===== src/rtl/wheel_motor_driver_pkg.sv =====
// Shared action codes and FSM state encoding for the wheel motor drivers.
// The display and the top level reuse these same codes.
package wheel_motor_driver_pkg;

   localparam logic [2:0] ActRev  = 3'b100;
   localparam logic [2:0] ActFwd  = 3'b010;
   localparam logic [2:0] ActStop = 3'b001;

   typedef enum logic [2:0] {
      StIdle     = 3'b000,
      StRampUp   = 3'b001,
      StRun      = 3'b010,
      StRampDown = 3'b011,
      StDead     = 3'b100
   } state_e;

endpackage


===== src/rtl/wheel_motor_driver_if.sv =====
// Wheel action command in, motor-driver signals and debug/status out.
interface wheel_motor_driver_if #(
   parameter int unsigned PWM_BITS = 8
);
   logic [2:0]          action;
   logic                pwm;
   logic                dir;
   logic                brake;
   logic [PWM_BITS-1:0] duty;
   logic [2:0]          state;

   modport master (output action, input pwm, dir, brake, duty, state);
   modport slave  (input action, output pwm, dir, brake, duty, state);
endinterface


===== src/rtl/wheel_motor_driver_pwm_gen.sv =====
// Free-running PWM counter and comparator with a registered output.
module wheel_motor_driver_pwm_gen #(
   parameter int unsigned PWM_BITS = 8
) (
   input  logic                CLOCK_50,
   input  logic                resetn,
   input  logic [PWM_BITS-1:0] duty,
   output logic                pwm
);

   logic [PWM_BITS-1:0] cnt_q;
   logic                pwm_q;

   always_ff @(posedge CLOCK_50 or negedge resetn) begin
      if (!resetn) begin
         cnt_q <= '0;
         pwm_q <= 1'b0;
      end else begin
         cnt_q <= cnt_q + PWM_BITS'(1);
         pwm_q <= (cnt_q < duty);
      end
   end

   assign pwm = pwm_q;

endmodule


===== src/rtl/wheel_motor_driver.sv =====
// One-hot wheel action to PWM/dir/brake, with soft start/stop ramps and a
// brake-only dead time that every direction reversal must pass through.
module wheel_motor_driver
   import wheel_motor_driver_pkg::*;
#(
   parameter int unsigned PWM_BITS    = 8,
   parameter int unsigned MAX_DUTY    = 255,
   parameter int unsigned RAMP_STEP   = 16,
   parameter int unsigned RAMP_DIV    = 50000,
   parameter int unsigned DEAD_CYCLES = 1000
) (
   input logic                 CLOCK_50,
   input logic                 resetn,
   wheel_motor_driver_if.slave bus
);

   localparam int unsigned PresW = (RAMP_DIV > 1) ? $clog2(RAMP_DIV) : 1;
   localparam int unsigned DeadW = (DEAD_CYCLES > 1) ? $clog2(DEAD_CYCLES) : 1;
   localparam logic [PWM_BITS:0]   StepW   = (PWM_BITS + 1)'(RAMP_STEP);
   localparam logic [PWM_BITS:0]   MaxW    = (PWM_BITS + 1)'(MAX_DUTY);
   localparam logic [PWM_BITS-1:0] MaxDuty = PWM_BITS'(MAX_DUTY);

   logic [2:0]          act_meta_q, act_s_q;
   logic [PresW-1:0]    presc_q;
   logic                tick;
   state_e              state_q, state_d;
   logic [PWM_BITS-1:0] duty_q, duty_d;
   logic [DeadW-1:0]    dead_q, dead_d;
   logic                dir_q, dir_d;
   logic                brake_q, brake_d;
   logic                cmd_fwd, cmd_rev, cmd_same;
   logic [PWM_BITS:0]   duty_up, duty_dn;
   logic [PWM_BITS-1:0] duty_up_sat, duty_dn_sat, duty_gated;
   logic                pwm;

   // action is asynchronous to CLOCK_50
   always_ff @(posedge CLOCK_50 or negedge resetn) begin
      if (!resetn) begin
         act_meta_q <= ActStop;
         act_s_q    <= ActStop;
         presc_q    <= '0;
      end else begin
         act_meta_q <= bus.action;
         act_s_q    <= act_meta_q;
         presc_q    <= tick ? '0 : presc_q + PresW'(1);
      end
   end

   assign tick     = (presc_q == PresW'(RAMP_DIV - 1));
   assign cmd_fwd  = (act_s_q == ActFwd);
   assign cmd_rev  = (act_s_q == ActRev);
   assign cmd_same = dir_q ? cmd_fwd : cmd_rev;

   // One extra bit so the ramp saturates instead of wrapping
   assign duty_up     = {1'b0, duty_q} + StepW;
   assign duty_dn     = {1'b0, duty_q} - StepW;
   assign duty_up_sat = (duty_up >= MaxW) ? MaxDuty : duty_up[PWM_BITS-1:0];
   assign duty_dn_sat = ({1'b0, duty_q} <= StepW) ? '0 : duty_dn[PWM_BITS-1:0];

   always_ff @(posedge CLOCK_50 or negedge resetn) begin
      if (!resetn) begin
         state_q <= StIdle;
         duty_q  <= '0;
         dead_q  <= '0;
         dir_q   <= 1'b1;
         brake_q <= 1'b1;
      end else begin
         state_q <= state_d;
         duty_q  <= duty_d;
         dead_q  <= dead_d;
         dir_q   <= dir_d;
         brake_q <= brake_d;
      end
   end

   always_comb begin
      state_d = state_q;
      duty_d  = duty_q;
      dead_d  = dead_q;
      dir_d   = dir_q;
      unique case (state_q)
         StIdle: begin
            duty_d = '0;
            dead_d = '0;
            if (cmd_fwd || cmd_rev) begin
               dir_d   = cmd_fwd;
               state_d = StRampUp;
            end
         end
         StRampUp: begin
            if (!cmd_same) begin
               state_d = StRampDown;
            end else if (tick) begin
               duty_d = duty_up_sat;
               if (duty_up_sat == MaxDuty) state_d = StRun;
            end
         end
         StRun: begin
            duty_d = MaxDuty;
            if (!cmd_same) state_d = StRampDown;
         end
         StRampDown: begin
            if (cmd_same) begin
               state_d = StRampUp;
            end else if (tick) begin
               duty_d = duty_dn_sat;
               if (duty_dn_sat == '0) begin
                  state_d = StDead;
                  dead_d  = '0;
               end
            end
         end
         StDead: begin
            duty_d = '0;
            if (dead_q == DeadW'(DEAD_CYCLES - 1)) begin
               state_d = StIdle;
               dead_d  = '0;
            end else begin
               dead_d = dead_q + DeadW'(1);
            end
         end
         default: begin
            state_d = StIdle;
            duty_d  = '0;
            dead_d  = '0;
         end
      endcase
   end

   always_comb begin
      brake_d = (state_d == StIdle) || (state_d == StDead);
   end

   assign duty_gated = brake_q ? '0 : duty_q;

   wheel_motor_driver_pwm_gen #(
      .PWM_BITS(PWM_BITS)
   ) u_pwm_gen (
      .CLOCK_50(CLOCK_50),
      .resetn  (resetn),
      .duty    (duty_gated),
      .pwm     (pwm)
   );

   assign bus.pwm   = pwm;
   assign bus.dir   = dir_q;
   assign bus.brake = brake_q;
   assign bus.duty  = duty_q;
   assign bus.state = state_q;

endmodule

===== src/flat_wrapper.sv =====
// flat-port wrapper written by rule: the top's interface ports become plain ports
module wheel_motor_driver_flat import wheel_motor_driver_pkg::*;
#(
   parameter int unsigned PWM_BITS    = 8,
   parameter int unsigned MAX_DUTY    = 255,
   parameter int unsigned RAMP_STEP   = 16,
   parameter int unsigned RAMP_DIV    = 50000,
   parameter int unsigned DEAD_CYCLES = 1000
)
  (CLOCK_50, resetn, bus_action, bus_pwm, bus_dir, bus_brake, bus_duty, bus_state);
  wheel_motor_driver_if #(.PWM_BITS(PWM_BITS)) bus_i ();
  input logic CLOCK_50;
  input logic resetn;
  input wire logic [$bits(bus_i.action)-1:0] bus_action;
  output wire logic [$bits(bus_i.pwm)-1:0] bus_pwm;
  output wire logic [$bits(bus_i.dir)-1:0] bus_dir;
  output wire logic [$bits(bus_i.brake)-1:0] bus_brake;
  output wire logic [$bits(bus_i.duty)-1:0] bus_duty;
  output wire logic [$bits(bus_i.state)-1:0] bus_state;
  assign bus_i.action = bus_action;
  assign bus_pwm = bus_i.pwm;
  assign bus_dir = bus_i.dir;
  assign bus_brake = bus_i.brake;
  assign bus_duty = bus_i.duty;
  assign bus_state = bus_i.state;
  wheel_motor_driver #(.PWM_BITS(PWM_BITS), .MAX_DUTY(MAX_DUTY), .RAMP_STEP(RAMP_STEP), .RAMP_DIV(RAMP_DIV), .DEAD_CYCLES(DEAD_CYCLES)) u_core (.CLOCK_50(CLOCK_50), .resetn(resetn), .bus(bus_i));
endmodule

===== config.mk =====
export PLATFORM = sky130hd
export DESIGN_NAME = wheel_motor_driver_flat
export DESIGN_NICKNAME = d
export VERILOG_FILES = /design/src/rtl/wheel_motor_driver_pkg.sv /design/src/rtl/wheel_motor_driver_if.sv /design/src/rtl/wheel_motor_driver_pwm_gen.sv /design/src/rtl/wheel_motor_driver.sv /design/src/flat_wrapper.sv
export SDC_FILE = /design/constraint.sdc
export NUM_CORES = 1
export LEC_CHECK = 0
export BUFFER_PORTS_ARGS = -buffer_cell sky130_fd_sc_hd__buf_2
export CAP_MARGIN = 30
export CORE_MARGIN = 2
export CORE_UTILIZATION = 50
export DETAILED_ROUTE_END_ITERATION = 6
export GPL_ROUTABILITY_DRIVEN = 0
export PLACE_DENSITY = 0.67
export SYNTH_ARGS = -nofsm -noshare
export SYNTH_HDL_FRONTEND = slang
export SYNTH_HIERARCHICAL = 1
export SYNTH_SLANG_ARGS = --single-unit

===== constraint.sdc =====
create_clock -name CLOCK_50 -period 4 [get_ports CLOCK_50]
set_input_delay 0 -clock CLOCK_50 [delete_from_list [all_inputs] [get_ports CLOCK_50]]
set_output_delay 0 -clock CLOCK_50 [all_outputs]
set_load 0.05 [all_outputs]

==> flow_summary.yaml, run 1 <==
power_and_ir_drop:
  power_switching_share_pct: 40.3
  seq_power_share_pct: 42.3
  power.internal_mw: 0.956
  power.density_nw_per_um2: 487
  leakage_nw: 1.48
  p_switching_mw: 0.644
  share_comb_of_total_power_pct: 37.6
  clock_power_share_pct: 20.1
  irDropWorstVdd_mv: 0.347
timing:
  finalSetupViolCount: 0
  min_period_over_period_pct: 54.7
  timing_max_transition_violations_final: 0
  timing.final.crit_period_ns: 2.19
  achievable_frequency_mhz: 457
  hold_violations_final: 0
  postLayoutSetupSlackWorst_ns: 1.81
  max_slew_margin_pct: 54.6
  worstMarginPinSlew_ns: 0.682
  timing.setup.tns_ns: 0
  finalClockSkew_ns: 0.0146
  unrepaired_setup_endpoints_after_global_routing: "false"
clocking:
  numClockSinks: 54
  clk_pin_slew_worst_setup_hold_paths_ns: 0.10
  tritoncts_clock_tree: "done"
  insertion_delay_ns: 0.31
  cts_root_buf: "sky130_fd_sc_hd__clkbuf_8"
  clockBufferDepth: 2
  ctsHtreeMaxLevel: 2
  post_cts_resized: 0
  tritoncts.num_buffers: 5
critical_path:
  ff2ff_path_depth: 6
  crit_required_ns: 4.19
  endpoint_of_the_lowest_slack_register_to_register_path: "u_core/dead_q[1]"
  criticalPathCategory: "reg2reg"
  critPathLaunchType: "register"
  setup.worst_path.end_class: "register"
  crit-reg2reg-launch: "u_core/presc_q[0]"
  worst-endpoint-arrival_ns: 2.38
  setup.reg_to_reg.worst_slack_ns: 1.81
  timing.critical_path.fanout_max: 17
floorplan:
  io_count: 19
  fp.dieArea_um2: 6610
  initial_util_pct: 51.0
  die_height_um: 81.3
  placeableCoreArea_um2: 5850
  die-width_um: 81.3
  std_cell_rows: 28
global_route:
  via_count_of_the_first_global_routing_pass: 2186
  overflow: 0
  antenna_found_initial: 0
  grt_max_degree: 55
  wire_length_of_the_first_global_routing_pass_um: 9710
  grt_use_total_pct: 18.7
run:
  maxCapViolCount: 0
placed_design:
  io_buffers: 18
  dpl.hpwl_um: 3990
  post-place-ws_ns: 1.83
logic_synthesis:
  synth_cell_types: 52
  synth_sequential_area_ratio_pct: 45.4
  synthCells: 309
  yosys_most_used_dff: "sky130_fd_sc_hd__dfrtp_1"
  syn-num-nets: 328
  synthesis.yosys.warnings: 6
  synth.top_cells.by_count: "50 x sky130_fd_sc_hd__dfrtp_1, 28 x sky130_fd_sc_hd__nor2_1, 22 x sky130_fd_sc_hd__nand2_1, 20 x sky130_fd_sc_hd__a21oi_1"
  yosys.area.top_type: "sky130_fd_sc_hd__dfrtp_1"
  netlist.area_leader.share_pct: 41.9
  flip_flop_and_latch_count_after_synthesis: 54
  synth_async_sr_flop_share_pct: 100
  post_synth_instance_area_um2: 2990
  synth_top_cells_by_area: "sky130_fd_sc_hd__dfrtp_1 42%, sky130_fd_sc_hd__ha_1 5.9%, sky130_fd_sc_hd__dfstp_2 3.5%"
  postSynthAreaPerCell_um2: 9.67
  post-synth-top-count-cell: "sky130_fd_sc_hd__dfrtp_1"
  synth-edff-count: 0
route:
  route.antenna.remaining_nets: 0
  post_dr_wirelength_cell_um: 14.0
  drc: 0
  detailedRoute.firstIterationViolations: 132
  dr.pass1.iters: 4
  detail_route.vias_per_cell: 5.70
  detailroute.via_count: 2326
  routed_wl_um: 5730
layout:
  num-nets-final: 351
  synthToLayoutAreaGrowth_pct: 9.89
  insertedDiodeCount: 0
  drive_gt1_share_pct: 14.1
outcome:
  status: "completed"
min_path:
  hold_class: "in2async"
[metrics by stage]
stage	total power, mW	util (%)	cell area, um2	cells	hold WS (ns)
2_1_floorplan	1.15	-	2990	309	-0.296
3_3_place_gp	1.28	53.8	3150	396	0.106
3_5_place_dp	1.29	53.8	3150	396	0.108
4_1_cts	1.61	56.1	3280	408	0.322
5_1_grt	1.70	56.1	3280	408	0.329
6_report	1.60	56.1	3280	408	0.323
[kinds of logic after synthesis]
family | count (synthesis) | share of synthesized area, %
simple gates | 121 | 22.7
mux | 1 | 0.335
fa+ha+maj | 14 | 5.87
compound gates | 75 | 16.3
buf+inv | 22 | 2.93
xor+xnor | 22 | 6.45
flops | 54 | 45.4
[power by group through the flow]
stage / clock (mW) / sequential [mW] / combinational, mW
floorplan: 0 / 0.807 / 0.348
global placement: 0 / 0.686 / 0.589
detailed placement: 0 / 0.690 / 0.596
CTS: 0.333 / 0.678 / 0.602
global route: 0.351 / 0.689 / 0.657
finish: 0.321 / 0.677 / 0.601
[registers in the layout, indices dropped and copies added (netlist names)]
name / cells
u_core/bus.state: 3
u_core/act_meta_q: 3
u_core/bus.duty: 8
u_core/presc_q: 16
u_core/act_s_q: 3
u_core/dead_q: 10
u_core/u_pwm_gen/pwm: 1
u_core/u_pwm_gen/cnt_q: 8
u_core/bus.brake: 1
u_core/bus.dir: 1
[how the worst max path moves through the flow]
stage                                  start                 end  slack [ns]  cells past startpoint
after floorplan           u_core/bus.duty[4]  u_core/bus.duty[5]        1.77                      7
after global placement    u_core/bus.duty[5]  u_core/bus.duty[5]        1.89                      8
after detailed placement   u_core/presc_q[0]    u_core/dead_q[1]        1.83                      6
after CTS                  u_core/presc_q[0]    u_core/dead_q[1]        1.81                      6
after global routing       u_core/presc_q[0]    u_core/dead_q[4]        1.62                      6
final                      u_core/presc_q[0]    u_core/dead_q[1]        1.81                      6
[cell usage in the layout, fill, tap and decap left out, types with 8 or more instances in the layout]
master,n
sky130_fd_sc_hd__buf_2,18
sky130_fd_sc_hd__ha_1,14
sky130_fd_sc_hd__o21ai_0,11
sky130_fd_sc_hd__and3_1,8
sky130_fd_sc_hd__nor2_1,28
sky130_fd_sc_hd__nand2_1,22
sky130_fd_sc_hd__xor2_1,10
sky130_fd_sc_hd__inv_1,15
sky130_fd_sc_hd__a21oi_1,20
sky130_fd_sc_hd__a31oi_1,8
sky130_fd_sc_hd__xnor2_1,12
sky130_fd_sc_hd__nor2b_1,10
sky130_fd_sc_hd__nand3_1,15
sky130_fd_sc_hd__dfrtp_1,50
[timing repair]
item | CTS | global route
endpoints found under the hold margin | 53 | 0
hold buffers | 4 | 0
setup buffers | 0 | 0
[worst max-delay path, cell delays in order (launching register included)]
cell,delay (ns)
sky130_fd_sc_hd__dfrtp_1,0.43
sky130_fd_sc_hd__ha_1,0.26
sky130_fd_sc_hd__and3_1,0.21
sky130_fd_sc_hd__and4_1,0.54
sky130_fd_sc_hd__and4_4,0.31
sky130_fd_sc_hd__nand2_4,0.07
sky130_fd_sc_hd__a32o_1,0.25
[routing by layer]
layer  vias to the layer above  share of wire (%)  GRT usage [%]  routed length, um
met5                         -                  0              0                  0
met4                         0               0.94           4.58                 54
met3                         7                3.5           3.78                203
met2                        47                 46           31.4               2620
met1                      1126                 50           24.6               2850
li1                       1146                  -              -                  -
[cell type report]
cell class              instances  area [um2]
flip-flops and latches         54        1360
clock inverters                 2        12.5
well taps                      75        93.8
clock buffers                   6        82.6
inverters                      15        56.3
multi-input cells             233        1540
fillers                       559        2570
repair buffers                 23         138
Power figures use the tool's default switching activity.
==> inputs of run 2 (changes only) <==
- ABC_AREA: not set -> 1
- PLACE_DENSITY: 0.67 -> 0.66
- clock period: 4 -> 2.23 ns (I/O delays scaled with it)
==> run 2 against run 1 <==
  * Utilization is 0.78 points higher
  * Register-to-register slack got worse by 1.6 ns
  * First-iteration DRC count is 5.3% lower
  * Critical endpoint is now u_core/dead_q[5]
==> flow_summary.yaml, run 2 <==
outcome:
  status: "completed"
route:
  route.antenna.remaining_nets: 0
  drc: 0
  post_dr_wirelength_cell_um: 12.6
  routed_wl_um: 6660
  detail_route.vias_per_cell: 5.10
  detailroute.via_count: 2696
  dr.pass1.iters: 4
  detailedRoute.firstIterationViolations: 125
layout:
  synthToLayoutAreaGrowth_pct: 9.71
  largest_registers: "u_core/presc_q: 16 flops, u_core/dead_q: 10 flops"
  num-nets-final: 470
  registers.top_by_ff_count: "u_core/presc_q"
  largest_register_ffs: 16
  postLayoutCoreUtil_pct: 56.9
  drive_gt1_share_pct: 17.0
  layout_common_cells: "103 x sky130_fd_sc_hd__nand2_1, 62 x sky130_fd_sc_hd__inv_1, 50 x sky130_fd_sc_hd__dfrtp_1"
  insertedDiodeCount: 0
  fillCellCount: 576
  most_common_library_cell_in_the_layout_ignoring_fill_and_taps: "sky130_fd_sc_hd__nand2_1"
critical_path:
  endpoint_of_the_lowest_slack_register_to_register_path: "u_core/dead_q[5]"
  ff2ff_path_depth: 10
  worst_path_largest_cell_delay_ns: 0.48
  setup.worst_path.end_class: "register"
  crit_required_ns: 2.48
  criticalPathCategory: "reg2reg"
  timing.critical_path.fanout_max: 10
  cpLargestDelayFamily: "simple AND/OR/NAND/NOR gates"
  cp.buffers_inverters: 1
  crit-reg2reg-launch: "u_core/bus.duty[4]"
  worst-endpoint-arrival_ns: 2.23
  worst_path_max_delay_cell: "sky130_fd_sc_hd__dfrtp_1"
  setup.reg_to_reg.worst_slack_ns: 0.25
  crit_path_cell_trace: "inv_1 -> ha_1 -> and2_4 -> nor2_4 -> o21ai_2 -> nand3_1 -> nand2_2 -> nand2_4 -> nand2_1 -> nand2_1"
  critPathLaunchType: "register"
  path_common_cell: "sky130_fd_sc_hd__nand2_1"
placed_design:
  io_buffers: 18
  post-place-ws_ns: 0.257
  dpl.hpwl_um: 5000
power_and_ir_drop:
  irDropWorstVdd_mv: 0.894
  power.density_nw_per_um2: 1040
  report.power.total_mw: 3.76
  leakage_nw: 1.94
global_route:
  antenna_found_initial: 0
  via_count_of_the_first_global_routing_pass: 2641
  wire_length_of_the_first_global_routing_pass_um: 11800
  grt_max_degree: 34
  overflow: 0
  grt_use_total_pct: 19.9
logic_synthesis:
  synth_async_sr_flop_share_pct: 100
  synthCells: 422
  synth_top_cells_by_area: "sky130_fd_sc_hd__dfrtp_1 38%, sky130_fd_sc_hd__nand2_1 12%, sky130_fd_sc_hd__inv_1 7.0%"
  synth.top_cells.by_count: "103 x sky130_fd_sc_hd__nand2_1, 62 x sky130_fd_sc_hd__inv_1, 50 x sky130_fd_sc_hd__dfrtp_1, 37 x sky130_fd_sc_hd__nor2_1, 34 x sky130_fd_sc_hd__nand3_1"
  postSynthAreaPerCell_um2: 7.85
  yosys.area.top_type: "sky130_fd_sc_hd__dfrtp_1"
  post_synth_instance_area_um2: 3310
  synth-edff-count: 0
  syn-num-nets: 441
  synth_sequential_area_ratio_pct: 41.0
  yosys_most_used_dff: "sky130_fd_sc_hd__dfrtp_1"
  synthesis.yosys.warnings: 6
  netlist.area_leader.share_pct: 37.8
  post-synth-top-count-cell: "sky130_fd_sc_hd__nand2_1"
  synth_cell_types: 42
  flip_flop_and_latch_count_after_synthesis: 54
timing:
  max_slew_margin_pct: 49.4
  timing.setup.tns_ns: 0
  min_period_over_period_pct: 88.8
  postLayoutSetupSlackWorst_ns: 0.250
  finalClockSkew_ns: 0.0130
  achievable_frequency_mhz: 505
  finalSetupViolCount: 0
  timing.final.crit_period_ns: 1.98
  unrepaired_setup_endpoints_after_global_routing: "false"
  timing_max_transition_violations_final: 0
  hold_violations_final: 0
  worstMarginPinSlew_ns: 0.758
run:
  maxCapViolCount: 0
min_path:
  hold_class: "in2async"
floorplan:
  std_cell_rows: 29
  placeableCoreArea_um2: 6390
  die_height_um: 85.4
  io_count: 19
  initial_util_pct: 51.8
  die-width_um: 85.4
  fp.dieArea_um2: 7290
clocking:
  clockBufferDepth: 2
  tritoncts_clock_tree: "done"
  cts_root_buf: "sky130_fd_sc_hd__clkbuf_8"
  ctsHtreeMaxLevel: 2
  numClockSinks: 54
  clk_pin_slew_worst_setup_hold_paths_ns: 0.10
  post_cts_buffers: 0
  tritoncts.num_buffers: 5
  insertion_delay_ns: 0.31
run 2: layer usage:
layer,GRT usage (%),up-vias,wire length [um]
met4,5.34,0,71
met3,3.70,7,249
met5,0,-,0
met2,33.0,36,3140
met1,26.9,1258,3200
li1,-,1395,-
run 2: through the flow:
stage / hold slack [ns] / instance area, um2 / cells
2_1_floorplan: -0.296 / 3310 / 422
3_3_place_gp: 0.111 / 3500 / 517
3_5_place_dp: 0.107 / 3500 / 517
4_1_cts: 0.318 / 3630 / 529
5_1_grt: 0.330 / 3630 / 529
6_report: 0.282 / 3630 / 529
run 2: how the worst max path moves through the flow:
stage                  startpoint  slack, ns                 end  depth (start not counted)
3_3_place_gp   u_core/bus.duty[4]       0.33    u_core/dead_q[9]                         10
2_1_floorplan  u_core/bus.duty[4]       0.15  u_core/bus.duty[3]                         10
6_report       u_core/bus.duty[4]       0.25    u_core/dead_q[5]                         10
4_1_cts        u_core/bus.duty[4]       0.24    u_core/dead_q[6]                         10
5_1_grt        u_core/bus.duty[4]       0.02    u_core/dead_q[5]                         10
3_5_place_dp   u_core/bus.duty[4]       0.26    u_core/dead_q[6]                         10
run 2: cells by family after synthesis:
group | Yosys count | share of synthesized area, %
xor+xnor | 17 | 4.50
simple gates | 237 | 35.2
fa+ha+maj | 14 | 5.29
buf+inv | 68 | 8.24
flops | 54 | 41.0
compound gates | 32 | 5.82
run 2: repair_timing:
item,in CTS,in global routing
setup endpoints to repair,0,0
hold endpoints to repair,31,0
hold buffers,4,0
resized for setup,0,0
run 2: worst register-to-register path, stage by stage (launching register included):
cell and delay, ns:
sky130_fd_sc_hd__dfrtp_1 0.48, sky130_fd_sc_hd__inv_1 0.19, sky130_fd_sc_hd__ha_1 0.27, sky130_fd_sc_hd__and2_4 0.18
sky130_fd_sc_hd__nor2_4 0.23, sky130_fd_sc_hd__o21ai_2 0.11, sky130_fd_sc_hd__nand3_1 0.11, sky130_fd_sc_hd__nand2_2 0.09
sky130_fd_sc_hd__nand2_4 0.14, sky130_fd_sc_hd__nand2_1 0.07, sky130_fd_sc_hd__nand2_1 0.06
run 2: layout make-up:
| cell class | instances | area, um2 | area share (%) |
|---|---|---|---|
| clock buffers | 7 | 86.3 | 2.38 |
| clock inverters | 1 | 5.00 | 0.138 |
| inverters | 66 | 262 | 7.20 |
| multi-input cells | 300 | 1680 | 46.3 |
| flip-flops and latches | 54 | 1360 | 37.3 |
| well taps | 77 | 96.3 | 2.65 |
| repair buffers | 24 | 145 | 4.00 |
run 2: power by group:
group | total, mW | switching (mW) | internal, mW
registers | 1.26 | 0.159 | 1.11
clock network | 0.565 | 0.313 | 0.252
logic | 1.93 | 1.35 | 0.581
total | 3.76 | 1.82 | 1.94
==> inputs of run 3 (changes only) <==
- CTS_BUF_LIST: not set -> sky130_fd_sc_hd__clkbuf_8
==> run 3 against run 2 <==
  * First-iteration DRC count unchanged
  * Sequential power about the same
  * Worst setup slack worse by 0.019 ns
  * Via count about the same
  * Critical path depth unchanged
==> flow_summary.yaml, run 3 (synthesis gave the netlist of run 2 again) <==
outcome:
  status: "completed"
clocking:
  insertion_delay_ns: 0.30
  cts_root_buf: "sky130_fd_sc_hd__clkbuf_8"
  post_cts_buffers: 0
  numClockSinks: 54
  clk_pin_slew_worst_setup_hold_paths_ns: 0.10
  clockBufferDepth: 2
  tritoncts.num_buffers: 5
  post_cts_resized: 0
  tritoncts_clock_tree: "done"
  ctsHtreeMaxLevel: 2
timing:
  timing_max_transition_violations_final: 0
  finalClockSkew_ns: 0.0119
  min_period_over_period_pct: 89.6
  unrepaired_setup_endpoints_after_global_routing: "false"
  achievable_frequency_mhz: 500
  max_slew_margin_pct: 49.4
  timing.final.crit_period_ns: 2.00
  finalSetupViolCount: 0
  postLayoutSetupSlackWorst_ns: 0.231
  timing.setup.tns_ns: 0
  final.hold.worst_slack_ns: 0.283
  hold_violations_final: 0
  worstMarginPinSlew_ns: 0.759
global_route:
  grt_max_degree: 34
  via_count_of_the_first_global_routing_pass: 2641
  grt_use_total_pct: 19.9
  wire_length_of_the_first_global_routing_pass_um: 11800
  antenna_found_initial: 0
  overflow: 0
route:
  route.antenna.remaining_nets: 0
  detail_route.vias_per_cell: 5.09
  post_dr_wirelength_cell_um: 12.6
  detailroute.via_count: 2695
  dr.pass1.iters: 4
  routed_wl_um: 6680
  detailedRoute.firstIterationViolations: 125
  drc: 0
layout:
  num-nets-final: 470
  registers.top_by_ff_count: "u_core/presc_q"
  largest_registers: "u_core/presc_q: 16 flops, u_core/dead_q: 10 flops"
  insertedDiodeCount: 0
  fillCellCount: 576
  finish.cell_count_without_fillers: 529
  synthToLayoutAreaGrowth_pct: 9.71
  postLayoutCellArea_um2: 3630
  most_common_library_cell_in_the_layout_ignoring_fill_and_taps: "sky130_fd_sc_hd__nand2_1"
  layout_common_cells: "103 x sky130_fd_sc_hd__nand2_1, 63 x sky130_fd_sc_hd__inv_1, 50 x sky130_fd_sc_hd__dfrtp_1"
  largest_register_ffs: 16
  drive_gt1_share_pct: 17.0
  postLayoutCoreUtil_pct: 56.9
placed_design:
  place_area_um2: 3500
  dpl.cell_count: 517
  post-place-ws_ns: 0.257
  io_buffers: 18
  dpl.hpwl_um: 5000
power_and_ir_drop:
  report.power.total_mw: 3.76
  power.density_nw_per_um2: 1040
  irDropWorstVdd_mv: 0.896
  leakage_nw: 1.94
floorplan:
  fp.dieArea_um2: 7290
  placeableCoreArea_um2: 6390
  std_cell_rows: 29
  die_height_um: 85.4
  die-width_um: 85.4
  io_count: 19
  initial_util_pct: 51.8
critical_path:
  criticalPathCategory: "reg2reg"
  crit_path_cell_trace: "inv_1 -> ha_1 -> and2_4 -> nor2_4 -> o21ai_2 -> nand3_1 -> nand2_2 -> nand2_4 -> nand2_1 -> nand2_1"
  crit_required_ns: 2.48
  worst_path_largest_cell_delay_ns: 0.49
  path_common_cell: "sky130_fd_sc_hd__nand2_1"
  critPathLaunchType: "register"
  worst_path_max_delay_cell: "sky130_fd_sc_hd__dfrtp_1"
  timing.critical_path.fanout_max: 10
  setup.worst_path.end_class: "register"
  worst-endpoint-arrival_ns: 2.25
min_path:
  hold_class: "in2async"
run:
  maxCapViolCount: 0
==> run 3: cell types whose count changed in the layout (fill, tap and decap cells not counted) <==
cell and delta:
sky130_fd_sc_hd__clkbuf_1 -1, sky130_fd_sc_hd__inv_1 +1
==> run 3: layout make-up <==
class | count | area [um2] | share of cell area [%]
Inverter | 66 | 262 | 7.20
Sequential cell | 54 | 1360 | 37.3
Multi-Input combinational cell | 300 | 1680 | 46.3
Clock buffer | 6 | 82.6 | 2.27
Clock inverter | 2 | 8.76 | 0.241
Tap cell | 77 | 96.3 | 2.65
Timing Repair Buffer | 24 | 145 | 4.00
==> run 3: what timing repair did <==
item                       in CTS  in global routing
hold buffers                    4                  0
setup endpoints to repair       0                  0
hold endpoints to repair       31                  0
==> run 3: path summary, 6_finish.rpt <==
kind | startpoint | endpoint | slack, ns | cells after the start
worst max-delay path | u_core/bus.duty[4] | u_core/dead_q[5] | 0.23 | 10
worst min-delay path | resetn | u_core/dead_q[5] | 0.28 | 2
worst max register to register | u_core/bus.duty[4] | u_core/dead_q[5] | 0.23 | 10
worst min register to register | u_core/act_meta_q[1] | u_core/act_s_q[1] | 0.35 | 0
max in group asynchronous | resetn | u_core/act_meta_q[0] | 1.21 | 3
min in group CLOCK_50 | bus_action[2] | u_core/act_meta_q[2] | 0.35 | 2
==> run 3: metal layers <==
metal,global-route usage (%),vias up,routed length (um)
li1,-,1392,-
met4,5.34,0,71
met2,33.0,41,3130
met1,26.9,1255,3210
met3,3.70,7,256
met5,0,-,0
==> run 3: report_power, final <==
group	internal [mW]	switching (mW)	leakage, nW
clock	0.247	0.312	0.0524
combinational	0.581	1.35	1.21
sequential	1.11	0.159	0.684
==> run 3: worst max-delay path, delay by kind of cell (launching register included) <==
| family | cells | cell delay [ns] |
|---|---|---|
| AND/OR/NAND/NOR | 7 | 0.88 |
| AO/OA/AOI/OAI | 1 | 0.11 |
| buffers and inverters | 1 | 0.20 |
| adder cells (fa/ha/maj) | 1 | 0.27 |
| flip-flops | 1 | 0.49 |
